--- config.mk ---
export PLATFORM = sky130hd
export DESIGN_NAME = hazard_stall_ctrl
export DESIGN_NICKNAME = d
export VERILOG_FILES = /design/src/rtl/hazard_stall_ctrl.sv
export SDC_FILE = /design/constraint.sdc
export NUM_CORES = 1
export LEC_CHECK = 0
export CAP_MARGIN = 5
export CORE_MARGIN = 5
export CORE_UTILIZATION = 24
export DETAILED_ROUTE_END_ITERATION = 10
export GPL_TIMING_DRIVEN = 0
export SLEW_MARGIN = 20
export SYNTH_ARGS = -nofsm -noshare
export SYNTH_HDL_FRONTEND = slang
export SYNTH_SLANG_ARGS = --single-unit
--- constraint.sdc ---
create_clock -name I_CLOCK -period 4.4 [get_ports I_CLOCK]
set_clock_uncertainty 0.2 [all_clocks]
set_input_delay 0.88 -clock I_CLOCK [delete_from_list [all_inputs] [get_ports I_CLOCK]]
set_output_delay 0.88 -clock I_CLOCK [all_outputs]
set_load 0.1 [all_outputs]
--- src/rtl/hazard_stall_ctrl.sv ---
// Pipeline stall controller: register scoreboard, branch-pending FSM with timeout,
// saturating stall-cycle counters and a sticky error flag. State advances on the falling clock edge.
module hazard_stall_ctrl #(
  parameter int NUM_REGS   = 16,
  parameter int REG_IDX_W  = 4,
  parameter int BR_TIMEOUT = 8,
  parameter int WB_BYPASS  = 1,
  parameter int CNT_W      = 16
) (
  input  logic                 I_CLOCK,
  input  logic                 I_LOCK,
  input  logic                 I_DecValid,
  input  logic                 I_DecIsBranch,
  input  logic [REG_IDX_W-1:0] I_DecSrc1,
  input  logic                 I_DecSrc1Valid,
  input  logic [REG_IDX_W-1:0] I_DecSrc2,
  input  logic                 I_DecSrc2Valid,
  input  logic [REG_IDX_W-1:0] I_DecDest,
  input  logic                 I_DecDestValid,
  input  logic                 I_WbValid,
  input  logic [REG_IDX_W-1:0] I_WbDest,
  input  logic                 I_BranchResolve,
  output logic                 O_DepStallSignal,
  output logic                 O_BranchStallSignal,
  output logic                 O_Issue,
  output logic [CNT_W-1:0]     O_DepStallCount,
  output logic [CNT_W-1:0]     O_BrStallCount,
  output logic                 O_Error
);

  typedef enum logic [1:0] {IDLE, BR_PEND, BR_ERR} state_t;

  localparam int TO_W = $clog2(BR_TIMEOUT + 1);

  state_t              state;
  logic [TO_W-1:0]     to_cnt;
  logic [NUM_REGS-1:0] pending;
  logic [NUM_REGS-1:0] wb_mask;
  logic [NUM_REGS-1:0] set_mask;
  logic [NUM_REGS-1:0] eff;
  logic                hazard;
  logic                idle;

  always_comb begin
    wb_mask = '0;
    if (I_WbValid) wb_mask[I_WbDest] = 1'b1;
  end

  assign eff    = (WB_BYPASS != 0) ? (pending & ~wb_mask) : pending;
  assign hazard = I_DecValid & ((I_DecSrc1Valid & eff[I_DecSrc1]) |
                                (I_DecSrc2Valid & eff[I_DecSrc2]) |
                                (I_DecDestValid & eff[I_DecDest]));
  assign idle   = (state == IDLE);

  // Outputs are forced low while reset is held, even if decode presents a branch.
  assign O_DepStallSignal    = I_LOCK & hazard & idle;
  assign O_BranchStallSignal = I_LOCK & (~idle | (I_DecValid & I_DecIsBranch & ~hazard));
  assign O_Issue             = I_LOCK & I_DecValid & ~hazard & idle;

  always_comb begin
    set_mask = '0;
    if (O_Issue && I_DecDestValid) set_mask[I_DecDest] = 1'b1;
  end

  // Set is OR-ed in after the clear so a same-index set/clear leaves the bit pending.
  always_ff @(negedge I_CLOCK or negedge I_LOCK) begin
    if (!I_LOCK) begin
      pending <= '0;
    end else begin
      pending <= (pending & ~wb_mask) | set_mask;
    end
  end

  always_ff @(negedge I_CLOCK or negedge I_LOCK) begin
    if (!I_LOCK) begin
      state   <= IDLE;
      to_cnt  <= '0;
      O_Error <= 1'b0;
    end else begin
      case (state)
        IDLE: begin
          if (I_BranchResolve) O_Error <= 1'b1;
          if (O_Issue && I_DecIsBranch) begin
            state  <= BR_PEND;
            to_cnt <= '0;
          end
        end
        BR_PEND: begin
          if (I_BranchResolve) begin
            state <= IDLE;
          end else if (to_cnt == TO_W'(BR_TIMEOUT - 1)) begin
            state   <= BR_ERR;
            O_Error <= 1'b1;
          end else begin
            to_cnt <= to_cnt + 1'b1;
          end
        end
        BR_ERR: state <= BR_ERR;
        default: state <= IDLE;
      endcase
    end
  end

  always_ff @(negedge I_CLOCK or negedge I_LOCK) begin
    if (!I_LOCK) begin
      O_DepStallCount <= '0;
      O_BrStallCount  <= '0;
    end else begin
      if (O_DepStallSignal && (O_DepStallCount != {CNT_W{1'b1}}))
        O_DepStallCount <= O_DepStallCount + 1'b1;
      if (O_BranchStallSignal && (O_BrStallCount != {CNT_W{1'b1}}))
        O_BrStallCount <= O_BrStallCount + 1'b1;
    end
  end

endmodule
# After elaboration in Yosys (flattened, before gate mapping)
# Index checks and enable logic that the tools add are counted.
[totals]
register_bits = 55
wordCells = 81
[op_classes]
n_addsub = 3
n_lt_le_gt_ge = 6
eq_ne = 11
muxes = 24
bitwise_logic = 20
n_reduce_logical = 11
[ops]
columns = ["op", "n"]
rows = [
  ["$add 16x1->16 const B", 2],
  ["$mux 16", 2],
  ["$ne 16x16->1 const B", 2],
  ["$lt 4x5->1 const B", 4],
  ["$and 16x16->16", 1],
  ["$not 16->16", 1],
  ["$or 16x16->16", 1],
  ["$and 1x1->1", 12],
  ["$bmux 1 s4", 3],
  ["$mux 4", 3],
  ["$demux 1 s4", 2],
  ["$ge 4x1->1 const B", 2],
  ["$mux 1", 8],
  ["$ne 2x2->1 const B", 4],
  ["$pmux 4 s2", 1],
  ["$reduce_and 4->1", 2],
  ["$logic_and 1x1->1", 6],
  ["$mux 2", 3],
  ["$pmux 2 s3", 1],
  ["$add 4x1->4 const B", 1],
  ["$eq 4x3->1 const B", 1],
  ["$ne 3x3->1 const B", 1],
  ["$or 1x1->1", 3],
  ["$eq 2x1->1 const B", 1],
  ["other kinds (7)", 8],
]

# Logic depth before layout (Yosys ltp)
# Gate-level depths: netlist of the first run.
[logic_depth]
word_depth = 19
ltp_mapped = 12
depth_no_buf = 9

==> results of run 1 <==
registers in the layout (all words and copies together), names as in the netlist:
register	cells
O_BrStallCount	16
O_DepStallCount	16
O_Error	1
pending	16
state	2
to_cnt	4
metal layers:
metal | up-vias | part of all wire [%] | GRT usage [%]
met5 | - | 0 | 0
met4 | 0 | 0.41 | 2.36
met3 | 4 | 5.3 | 3.11
met2 | 68 | 48 | 19.2
met1 | 1424 | 46 | 15.9
li1 | 1402 | - | -
report_power, final:
part | switching (mW) | internal, mW
logic | 0.354 | 0.165
registers | 0.0428 | 0.542
clock network | 0.183 | 0.266
total | 0.580 | 0.973
final cells by class:
cell class / count / area (um^2)
clock inverters: 1 / 30.0
well taps: 176 / 220
plain buffers: 14 / 116
inverters: 10 / 52.6
repair buffers: 88 / 902
flip-flops and latches: 55 / 1380
multi-input cells: 252 / 2070
fillers: 1303 / 8240
clock buffers: 6 / 129
stage by stage:
| stage | util, % | hold slack (ns) |
|---|---|---|
| finish | 37.3 | 0.240 |
| global placement | 30.7 | 0.221 |
| CTS | 34.8 | 0.245 |
| detailed placement | 30.8 | 0.225 |
| floorplan | - | 0.201 |
| global route | 37.3 | 0.261 |
cells in the final DEF (no fill, tap or decap), types with 3 or more instances in the layout:
| cell type | instances |
|---|---|
| xor2_1 | 5 |
| nand2b_2 | 3 |
| mux2i_1 | 8 |
| and2_1 | 4 |
| nand3_4 | 4 |
| buf_8 | 7 |
| nand3b_1 | 5 |
| nand2_2 | 6 |
| xnor2_1 | 26 |
| o21ai_0 | 6 |
| mux2_4 | 3 |
| dfrtn_1 | 55 |
| o211ai_1 | 15 |
| clkbuf_1 | 3 |
| buf_2 | 3 |
| nand3_1 | 12 |
| and4_1 | 4 |
| o21ai_2 | 7 |
| dlygate4sd2_1 | 5 |
| nand2_1 | 17 |
| nand4_1 | 8 |
| buf_12 | 5 |
| clkdlybuf4s50_1 | 8 |
| buf_6 | 36 |
| and3_1 | 7 |
| nor3_1 | 3 |
| o21ai_1 | 27 |
| nor2_1 | 15 |
| inv_1 | 7 |
| clkbuf_16 | 5 |
| ha_1 | 3 |
| nand2b_1 | 3 |
| nand3_2 | 7 |
| buf_4 | 33 |
worst max path at each step:
stage,slack [ns],from,to,cells past startpoint
CTS,-1.44,pending[3]$_DFF_NN0_,O_BranchStallSignal,7
global route,-1.42,I_WbDest[2],O_BrStallCount[8]$_DFFE_NN0P_,14
detailed placement,-2.12,I_WbDest[2],O_DepStallCount[15]$_DFFE_NN0P_,11
finish,-1.32,pending[3]$_DFF_NN0_,O_Issue,7
floorplan,-1.18,I_WbDest[0],O_BrStallCount[5]$_DFFE_NN0P_,12
global placement,-3.31,I_LOCK,to_cnt[3]$_DFFE_NN0P_,6
logic make-up after synthesis:
logic type      Yosys count  synth area share [%]
mux                      13                  4.96
flops                    55                  43.0
fa+ha+maj                 3                  1.17
compound gates           81                  16.9
buf+inv                  25                  3.44
xor+xnor                 34                  9.30
simple gates            121                  21.2
critical path, delay by kind of cell, from the launching register on:
kind,cells,cell delay (ns)
AOI/OAI and AO/OA,3,0.53
buffers and inverters,2,0.24
and+or+nand+nor,1,0.50
muxes,1,0.47
DFF,1,0.37
what timing repair did:
item | CTS | global route
setup buffers | 20 | 14
pin swaps | 26 | 26
cloned | 2 | 0
gates resized for setup | 308 | 58
hold buffers | 0 | 0
endpoints found under the setup margin | 89 | 70
==> flow_metrics.py, run 1 <==
metrics = {
    "placed_design": {
        "gp_congestion": 0.846,
        "io_buffers": 53,
        "place_inst": 562,
        "dp_slack_ns": -2.12,
        "placed_area_um2": 4050,
        "dpl.hpwl_mm": 6.59,
    },
    "drt": {
        "drc": 0,
        "wl_per_cell_um": 16.0,
        "vias": 2898,
        "drt_iter0_drc": 165,
        "ant_nets": 0,
        "firstDrtPassIters": 4,
        "routed_wl_mm": 9.62,
        "vias_per_cell": 4.81,
    },
    "setup_path": {
        "cp_slowest_cell": "or4_4",
        "r2r_start": "O_BrStallCount[2]$_DFFE_NN0P_",
        "cp-start-kind": "flip-flop",
        "r2r_slack_ns": 1.49,
        "end_kind": "output pin",
        "worstPathArrival_ns": 4.64,
        "max_stage_delay_ns": 0.50,
        "r2r_cells": 7,
        "cp_max_fo": 3,
        "path_class": "flip-flop to output pin",
        "reg2reg_to": "O_BrStallCount[1]$_DFFE_NN0P_",
        "cp.required_ns": 3.32,
        "path_cells": "mux4_2 > o31a_1 > o211ai_1 > o31ai_4 > or4_4 > inv_12 > buf_12",
    },
    "power": {
        "total_power_mw": 1.55,
        "power.leakage_nw": 2.01,
        "p_per_area_nw_per_um2": 317,
        "vdd_ir_drop_max_v": 0.000516,
    },
    "status": {
        "outcome": "complete, but fails checks",
        "violations": "setup timing",
    },
    "grt": {
        "grt_pass1_vias": 3071,
        "grt_start_max_net_pins": 44,
        "grt_pass1_wl_mm": 15.7,
        "globalRouteOverflowTotal": 0,
        "antenna_found_initial": 0,
        "grtUsageTotal_pct": 11.8,
    },
    "hold_path": {
        "min_path_cells": 1,
        "hold_path.class": "flip-flop to flip-flop",
        "min_from": "to_cnt[0]$_DFFE_NN0P_",
        "min_to": "to_cnt[0]$_DFFE_NN0P_",
    },
    "clock_network": {
        "cts_htree_levels": 2,
        "clockBufferDepth": 2,
        "clkLatencyLatePin_ns": 0.31,
        "path_clk_slew_ns": 0.05,
        "numCtsBuffers": 5,
        "cts-root-buf": "clkbuf_16",
        "cts_tree": "built",
        "clock-sinks": 55,
    },
    "synth": {
        "ys_seq_area_share_pct": 43.0,
        "synthFlopType": "dfrtn_1",
        "ys_types": 55,
        "synth_edf_count": 0,
        "yosysWarnings": 0,
        "postSynthAreaPerCell_um2": 9.64,
        "syn_inst": 332,
        "synthTopCellsByArea": "dfrtn_1, xnor2_1, o21ai_1",
        "ys_async_sr_fraction_pct": 100,
        "syn_nets": 360,
        "ys_seq_elements": 55,
        "synth_area_um2": 3200,
        "yosys-top-cells-count": "dfrtn_1, o21ai_1, xnor2_1",
        "synth_most_common_cell": "dfrtn_1",
        "synth_area_leader_cell": "dfrtn_1",
        "synth_top_cell_area_share_pct": 43.0,
    },
    "sta": {
        "worst_pin_slew_ns": 0.940,
        "finalHoldViolations": 0,
        "setup_ws_ns": -1.32,
        "slew_headroom_pct": 36.8,
        "fin_tns_setup_ns": -63.95,
        "setup_violations": 56,
        "maxSlewViolCount": 0,
        "rsz0062_at_grt": "true",
    },
    "flow_run": {
        "drv_cap": 0,
    },
    "floorplan": {
        "io_pins": 61,
        "coreArea_um2": 13100,
        "fp-row-count": 42,
        "start_util_pct": 24.4,
        "die-area_um2": 15800,
        "die_h_um": 126,
        "die_width_um": 126,
    },
    "cells_and_area": {
        "postLayoutCellArea_um2": 4900,
        "final_layout_size_suffix_gt1_share_pct": 37.1,
        "diodes": 0,
        "fin_cells": 602,
        "fin_nets": 454,
        "area_growth_pct": 53.0,
    },
}
Note: power is estimated with default switching activity, not from simulation.
==> run 2, diff against run 1 <==
--- a/config.mk
+++ b/config.mk
@@ -8,6 +8,7 @@
 export CAP_MARGIN = 5
 export CORE_MARGIN = 5
 export CORE_UTILIZATION = 24
+export CTS_CLUSTER_SIZE = 8
 export DETAILED_ROUTE_END_ITERATION = 10
 export GPL_TIMING_DRIVEN = 0
 export SLEW_MARGIN = 20
==> results of run 2 <==
Final layout, timing and power as in run 1 (identical DEF).
